### config.mk
export PLATFORM = sky130hd
export DESIGN_NAME = master_port
export DESIGN_NICKNAME = d
export VERILOG_FILES = /design/src/rtl/master_port.sv
export SDC_FILE = /design/constraint.sdc
export NUM_CORES = 1
export LEC_CHECK = 0
export BUFFER_PORTS_ARGS = -buffer_cell sky130_fd_sc_hd__buf_2
export CORE_ASPECT_RATIO = 0.9
export CORE_MARGIN = 1
export CORE_UTILIZATION = 32
export CTS_BUF_LIST = sky130_fd_sc_hd__clkbuf_8
export DETAILED_ROUTE_END_ITERATION = 6
export PLACE_DENSITY = 0.49
export SLEW_MARGIN = 10
export SYNTH_ARGS = -nofsm -noshare
export SYNTH_HDL_FRONTEND = slang
export SYNTH_SLANG_ARGS = --single-unit
### constraint.sdc
create_clock -name clk -period 2.25 [get_ports clk]
set_clock_uncertainty 0.2 [all_clocks]
set_input_delay 0.225 -clock clk [delete_from_list [all_inputs] [get_ports clk]]
set_output_delay 0.225 -clock clk [all_outputs]
set_load 0.005 [all_outputs]
### src/rtl/master_port.sv
// rtl/master_port.sv - serial bus initiator: parallel core requests to serial address/data, serial read data back.
// Optional read-wait timeout is enabled with `define MASTER_PORT_TIMEOUT_EN.
module master_port #(
    parameter int ADDR_WIDTH = 12,
    parameter int DATA_WIDTH = 8,
    parameter int TIMEOUT    = 64
) (
    input  logic                  clk,
    input  logic                  reset,
    input  logic                  req_valid,
    output logic                  req_ready,
    input  logic                  req_write,
    input  logic [ADDR_WIDTH-1:0] req_addr,
    input  logic [DATA_WIDTH-1:0] req_wdata,
    output logic                  rsp_valid,
    output logic [DATA_WIDTH-1:0] rsp_rdata,
    output logic                  rsp_error,
    output logic                  m_valid,
    output logic                  write_enable,
    output logic                  read_enable,
    output logic                  tx_address,
    output logic                  tx_data,
    output logic                  m_ready,
    input  logic                  s_ready,
    input  logic                  s_valid,
    input  logic                  rx_data
);

    typedef enum logic [1:0] {S_IDLE, S_ADDR, S_RWAIT, S_RESP} state_t;

    localparam int CW = $clog2(ADDR_WIDTH + 1);
    localparam logic [CW-1:0] ADDR_LAST = CW'(ADDR_WIDTH - 1);
    localparam logic [CW-1:0] DATA_LAST = CW'(DATA_WIDTH - 1);

    state_t                r_state;
    state_t                w_state_nxt;
    logic [CW-1:0]         r_bit_cnt;
    logic [ADDR_WIDTH-1:0] r_addr_sh;
    logic [DATA_WIDTH-1:0] r_wdata_sh;
    logic [DATA_WIDTH-1:0] r_rdata_sh;
    logic [DATA_WIDTH-1:0] r_rsp_rdata;
    logic [DATA_WIDTH-1:0] w_rdata_shifted;
    logic                  r_write;
    logic                  w_accept;
    logic                  w_capture;
    logic                  w_timeout;

    logic r_m_valid, r_m_ready, r_rsp_valid, r_write_enable, r_read_enable;
    logic w_m_valid_nxt, w_m_ready_nxt, w_rsp_valid_nxt, w_write_enable_nxt, w_read_enable_nxt;

    assign req_ready       = reset && (r_state == S_IDLE) && s_ready;
    assign w_accept        = (r_state == S_IDLE) && req_valid && s_ready;
    assign w_capture       = (r_state == S_RWAIT) && s_valid;
    assign w_rdata_shifted = {r_rdata_sh[DATA_WIDTH-2:0], rx_data};

`ifdef MASTER_PORT_TIMEOUT_EN
    localparam int TW = $clog2(TIMEOUT + 1);
    localparam logic [TW-1:0] WAIT_LAST = TW'(TIMEOUT - 1);

    logic [TW-1:0] r_wait_cnt;
    logic          r_rsp_error;

    assign w_timeout = (r_state == S_RWAIT) && !s_valid && (r_wait_cnt == WAIT_LAST);
    assign rsp_error = r_rsp_error;

    // Counts consecutive idle RWAIT cycles; any captured bit restarts the window.
    always_ff @(posedge clk or negedge reset) begin
        if (!reset) begin
            r_wait_cnt  <= '0;
            r_rsp_error <= 1'b0;
        end else begin
            r_rsp_error <= w_timeout;
            if (r_state != S_RWAIT || s_valid)
                r_wait_cnt <= '0;
            else
                r_wait_cnt <= r_wait_cnt + TW'(1);
        end
    end
`else
    assign w_timeout = 1'b0;
    assign rsp_error = 1'b0;
`endif

    always_ff @(posedge clk or negedge reset) begin
        if (!reset)
            r_state <= S_IDLE;
        else
            r_state <= w_state_nxt;
    end

    always_comb begin
        w_state_nxt = r_state;
        case (r_state)
            S_IDLE:  if (w_accept) w_state_nxt = S_ADDR;
            S_ADDR:  if (r_bit_cnt == ADDR_LAST) w_state_nxt = r_write ? S_RESP : S_RWAIT;
            S_RWAIT: if ((w_capture && r_bit_cnt == DATA_LAST) || w_timeout) w_state_nxt = S_RESP;
            S_RESP:  w_state_nxt = S_IDLE;
            default: w_state_nxt = S_IDLE;
        endcase
    end

    // Bus outputs are decoded from the next state so they appear registered in the cycle the state is entered.
    always_comb begin
        w_m_valid_nxt      = (w_state_nxt == S_ADDR);
        w_m_ready_nxt      = (w_state_nxt == S_RWAIT);
        w_rsp_valid_nxt    = (w_state_nxt == S_RESP);
        w_write_enable_nxt = w_accept && req_write;
        w_read_enable_nxt  = w_accept && !req_write;
    end

    always_ff @(posedge clk or negedge reset) begin
        if (!reset) begin
            r_m_valid      <= 1'b0;
            r_m_ready      <= 1'b0;
            r_rsp_valid    <= 1'b0;
            r_write_enable <= 1'b0;
            r_read_enable  <= 1'b0;
        end else begin
            r_m_valid      <= w_m_valid_nxt;
            r_m_ready      <= w_m_ready_nxt;
            r_rsp_valid    <= w_rsp_valid_nxt;
            r_write_enable <= w_write_enable_nxt;
            r_read_enable  <= w_read_enable_nxt;
        end
    end

    // Shifters fill with zeros, so both serial lines fall to 0 once their bits are out.
    always_ff @(posedge clk or negedge reset) begin
        if (!reset) begin
            r_bit_cnt   <= '0;
            r_addr_sh   <= '0;
            r_wdata_sh  <= '0;
            r_rdata_sh  <= '0;
            r_rsp_rdata <= '0;
            r_write     <= 1'b0;
        end else begin
            case (r_state)
                S_IDLE: begin
                    if (w_accept) begin
                        r_addr_sh  <= req_addr;
                        r_wdata_sh <= req_write ? req_wdata : '0;
                        r_write    <= req_write;
                        r_bit_cnt  <= '0;
                        r_rdata_sh <= '0;
                    end
                end
                S_ADDR: begin
                    r_addr_sh  <= r_addr_sh << 1;
                    r_wdata_sh <= r_wdata_sh << 1;
                    r_bit_cnt  <= (r_bit_cnt == ADDR_LAST) ? '0 : r_bit_cnt + CW'(1);
                end
                S_RWAIT: begin
                    if (w_capture) begin
                        r_rdata_sh <= w_rdata_shifted;
                        r_bit_cnt  <= r_bit_cnt + CW'(1);
                        if (r_bit_cnt == DATA_LAST)
                            r_rsp_rdata <= w_rdata_shifted;
                    end else if (w_timeout) begin
                        r_rsp_rdata <= '0;
                    end
                end
                default: ;
            endcase
        end
    end

    assign m_valid      = r_m_valid;
    assign m_ready      = r_m_ready;
    assign rsp_valid    = r_rsp_valid;
    assign rsp_rdata    = r_rsp_rdata;
    assign write_enable = r_write_enable;
    assign read_enable  = r_read_enable;
    assign tx_address   = r_addr_sh[ADDR_WIDTH-1];
    assign tx_data      = r_wdata_sh[DATA_WIDTH-1];

endmodule

* Word-level counts from Yosys, hierarchy flattened
Index checks and enable logic that the tools add are counted.
** Operators by class
- Add/sub/neg operators :: 1
- Eq/ne operators :: 10
- Multiplexer cells :: 17
- Reduce and logical (&&, ||, !) cells :: 18
** Operators with widths (count)
- case mux 12 bit (2 select lines) :: 1
- 2-to-1 mux 8 bit :: 2
- case mux 8 bit (2 select lines) :: 1
- 2-to-1 mux 7 bit :: 2
- case mux 7 bit (2 select lines) :: 1
- 2-to-1 mux 12 bit :: 1
- 2-to-1 mux 4 bit :: 3
- case mux 4 bit (3 select lines) :: 1
- AND reduction 3 bit :: 3
- equality test 2 bit, second input constant :: 4
- logical AND 1 bit :: 8
- case mux 2 bit (4 select lines) :: 1
- 2-to-1 mux 2 bit :: 3
- adder 4 x 1 -> 4 bit, second input constant :: 1
- equality test 2 x 1 -> 1 bit, second input constant :: 2
- equality test 4 x 3 -> 1 bit, second input constant :: 1
- equality test 4 bit, second input constant :: 1
- != test 2 bit, second input constant :: 2
- AND reduction 2 bit :: 2
- nonzero test 2 bit :: 2
- nonzero test 3 bit :: 1
- zero test 2 bit :: 1
- zero test 1 bit :: 1
- 2-to-1 mux 1 bit :: 1
** Word-level totals
- Register bits after elaboration :: 47
- Input bits :: 27
- Output and inout bits :: 17

* Depth between registers and ports, before layout
- Word-level depth :: 6
- Mapped depth :: 9
- Mapped depth without buffers :: 6

* Worst setup path after synthesis
OpenSTA, ideal clock, no wires.
- Path kind :: reg2reg
- From :: reg r_state[0]
- To :: reg r_rdata_sh[6]
- Library setup time :: 120 ps
- Data arrival time :: 1753 ps
- Setup slack :: 177 ps
- Cell stages (with the launch flop) :: 8
- Buffers on the path :: 1
- Period minus slack after synthesis :: 2073 ps
- Cell sequence :: dfrtp_1 -> inv_1 -> ha_1 -> nand3_4 -> a211oi_2 -> buf_6 -> nor2b_1 -> a31o_1
** Between the ends
- Word-level cells in the longest chain between the ends :: 5
- Elaborated cells between the ends (all ways) :: 10
** Ends and longest elaborated chain
- start: declaration :: RTL line 35 : state_t r_state;
- start signal: assignment :: RTL line 88 : r_state <= w_state_nxt;
- zero test 2 bit :: RTL line 52, 137
- logical AND 1 bit (2 in a row) :: RTL line 52 : assign w_accept = (r_state == S_IDLE) && req_valid && s_ready;
- != test 2 bit (no source line)
- AND reduction 3 bit (no source line)
- end signal: assignment :: RTL line 154 : r_rdata_sh <= w_rdata_shifted;
- end: declaration :: RTL line 40 : logic [DATA_WIDTH-1:0] r_rdata_sh;
Parallel ways exist; a longest one is shown, timed or not.
A chain may end at the register's enable or synchronous reset.

* Final worst setup path
- From :: reg r_state[0]
- To :: reg r_m_valid (netlist: m_valid)
** Between the ends
- Word-level cells in the longest chain between the ends :: 6
- Elaborated cells between the ends (all ways) :: 13
** Ends and longest elaborated chain
- equality test 2 bit or zero test 2 bit (tied branches) :: RTL line 53, 93, 52
- logical AND 1 bit, on equally long branches :: RTL line 53, 52
- logical AND 1 bit, on equally long branches :: RTL line 96, 52
- 2-to-1 mux 2 bit, on equally long branches :: RTL line 96, 94
- case mux 2 bit (4 select lines) (*) :: RTL line 93 : case (r_state)
- equality test 2 x 1 -> 1 bit (*) :: RTL line 104 : w_m_valid_nxt = (w_state_nxt == S_ADDR);
- net w_m_valid_nxt :: RTL line 49 : logic w_m_valid_nxt, w_m_ready_nxt, w_rsp_valid_nxt, w_write_enable_nxt, w_read_enable_nxt;
- end signal: assignment :: RTL line 119 : r_m_valid <= w_m_valid_nxt;
- end: declaration :: RTL line 48 : logic r_m_valid, r_m_ready, r_rsp_valid, r_write_enable, r_read_enable;
The timed path passes the listed nets; every way through them passes the cells marked *.

==> results.md <==
- Number of distinct standard cells referenced by the synthesized netlist: 37
- Global-route wire length before repair: between 7000 and 8000 um
- Worst-case hold slack: 0.0225 ns
- Crit path required time: between 2 and 2.5 ns
- Number of standard cells in the final layout excluding fillers: 343
- Flip-flop cell with the highest count after synthesis: dfrtp_1
- Synthesized cell area: between 0.002 and 0.0025 sq mm
- Critical path arrival: 2.05 ns
- Flip-flop and latch count after synthesis: 47
- Slew at the pin closest to its max-slew limit: just under 0.6 ns
- Max-slew headroom at the worst pin: 0.605
- Post-synthesis sequential area ratio: 0.539
- Total DRC errors in the routed layout: 0
- Final routed wirelength across all metal layers: 4330 um
- Die boundary width: 89.1 um
- Global router's overall resource usage: 0.129
- Number of cell rows: 28
- Period utilization: 0.921
- Wire per inst: 12.6 um
- Worst hold path class: input port to register
- Post-CTS Setup Repair Bufs: 0
- Number of placed instances with taps included: 331
- Nature of the critical path endpoint: register
- CTS tree: built
- Antenna Nets Post-Route: 0
- Sink Count: 47
- Peak ir drop on the vdd network: 0.000365 V
- Max frequency: 482 MHz
- Status: finished, final reports clean
- Startpoint type of the worst setup path: register
- Largest area contributor in the netlist: dfrtp_1
- Top fanout value on the critical path: 5
- Avg Synthesized Cell Area: 10.9 sq um
- Fraction of registers with async set/reset: 1.00
- Via density: about 4.5
- H-tree depth: 2
- Min cycle time layout: between 2 and 2.5 ns
- GPL Wtd Cong: a little over 0.7
- Starting utilization of the core area: 0.331
- Final count of hold timing violations: 0
- Fraction of final layout cells sized beyond drive strength 1: 0.300
- DPL Wire Length: 2970 um
- Pleak: 0.00133 uW
- Leftover overflow at the end of global routing: 0
- Die Outline Area: 0.00716 sq mm
- Clock-pin slew of the registers on the worst-case setup and hold paths: 0.09 ns
- Clock latency reported for the late side of the worst-skew pair: a little under 0.3 ns
- Total power per unit cell area: 1180 mW/mm^2
- Area share of the leading cell type in the synthesized netlist: 0.539
- Initial antenna violation count: 0
- Via count of the first global-routing pass: 1,503
- Unrepaired setup endpoints after global routing: false
- Commonest non-fill, non-tap cells in the layout: 47 x dfrtp_1, 42 x buf_2, 22 x nor2_1
- Number of ports placed on the die boundary: 44
- Number of antenna cells inserted: 0
- Largest net degree at the start of global routing: 48
- Mapped Nets: 234
- Iter 0 DRT Violations: 41
- Cell count after synthesis: 200
- TritonRoute pass-1 iters: 4
- Cts bufs inserted: 5
- Clock root buffer: clkbuf_8
- Final nets: ~290
- Worst setup path class: register to register
- Most common library cell in the layout ignoring fill and taps: dfrtp_1
- Number of max-capacitance violations reported: 0
- Area growth, synth to finish: 24.1%
- Yosys warning total: 0
- Vias: 1,545
- Final number of max-transition violations: 0
- Final standard cell utilization of the core: 0.411
- Setup TNS: 0 ns
- Largest buffer count on any clock path: 2
- Height of the chip: 80.4 um
- Setup violators final: 0
- Filler Cell Count: 672
- Number of flops mapped to enable cells by yosys: 0
- Core Area: between 0.006 and 0.007 sq mm
- Buffers on Ports: 42
- Cell types occupying the most area after synthesis: dfrtp_1 54%, mux2i_1 6.0%, a21oi_1 4.6%
==> state kept, by name, summed over array words and instances, names as in the netlist <==
register,count
m_ready,1
write_enable,1
r_rdata_sh,7
r_state,2
r_wdata_sh,8
rsp_valid,1
r_addr_sh,12
rsp_rdata,8
m_valid,1
read_enable,1
r_write,1
r_bit_cnt,4
==> power breakdown <==
part	internal, uW	switching (uW)	leakage [uW]
sequential	1100	129	0.000595
combinational	575	697	0.000665
clock	440	274	0.0000695
total	2110	1100	0.00133
==> per-stage QoR <==
step / worst slack (ns) / instance area (sq um) / power (uW)
floorplan: 0.177 / 2180 / 2140
global placement: 0.220 / 2530 / 2500
detailed placement: 0.163 / 2530 / 2510
CTS: 0.129 / 2710 / 3250
global route: 0.0584 / 2710 / 3480
finish: 0.177 / 2710 / 3210
==> critical path: stages (launching register included) <==
cell and delay, ns:
dfrtp_1 0.41, inv_1 0.13, ha_1 0.25, and4b_1 0.22, o2bb2ai_1 0.15, or3_1 0.41, and3b_1 0.18
==> area by class of cell <==
type | count | area [sq um] | area share
sequential | 47 | 1180 | 0.434
multi-input combinational | 129 | 906 | 0.334
timing repair buffer | 55 | 330 | 0.122
tap | 90 | 113 | 0.0416
clock buffer | 5 | 68.8 | 0.0254
clock inverter | 3 | 63.8 | 0.0235
inverter | 14 | 52.6 | 0.0194
==> metal layers <==
layer | vias to the layer above | share of wire | global-route usage
met1 | 713 | 0.50 | 0.175
met4 | 0 | 0.0039 | 0.0286
met5 | - | 0 | 0
met2 | 29 | 0.45 | 0.207
met3 | 2 | 0.050 | 0.0339
li1 | 801 | - | -
==> logic make-up after synthesis <==
| logic type | Yosys count | synth area share |
|---|---|---|
| AND/OR/NAND/NOR | 51 | 0.122 |
| multiplexers | 20 | 0.0957 |
| adder cells (fa/ha/maj) | 7 | 0.0401 |
| AO/OA/AOI/OAI | 50 | 0.152 |
| other | 1 | 0.00172 |
| buffers and inverters | 24 | 0.0493 |
| flip-flops | 47 | 0.539 |
==> cells in the mapped netlist, types with 2 or more instances <==
master,number
mux2i_1,13
o21ai_0,5
inv_1,14
a21oi_1,20
or3_1,2
o22ai_1,2
buf_2,5
nor2_1,22
mux2_2,7
nand2_1,5
clkbuf_1,3
a22oi_1,7
dfrtp_1,47
a31o_1,2
nor2b_1,8
a211oi_2,2
o221ai_1,2
ha_1,7
a31o_2,4
nand3_1,6
==> worst paths after layout <==
| path | from | end | slack (ns) | cells past startpoint |
|---|---|---|---|---|
| min in group asynchronous | reset | r_addr_sh[11] | 0.38 | 3 |
| max in group asynchronous | reset | m_ready | 1.05 | 3 |
| min reg2reg | r_write | r_write | 0.29 | 1 |
| max reg2reg | r_state[0] | m_valid | 0.18 | 6 |
| max | r_state[0] | m_valid | 0.18 | 6 |
| min | req_addr[0] | r_addr_sh[0] | 0.02 | 3 |
==> repair_timing <==
action | 4_1_cts | 5_1_grt
resized for setup | 0 | 1
hold buffers | 4 | 0
endpoints found under the hold margin | 51 | 0
setup endpoints to repair | 0 | 1
Note: power is estimated with default switching activity, not from simulation.
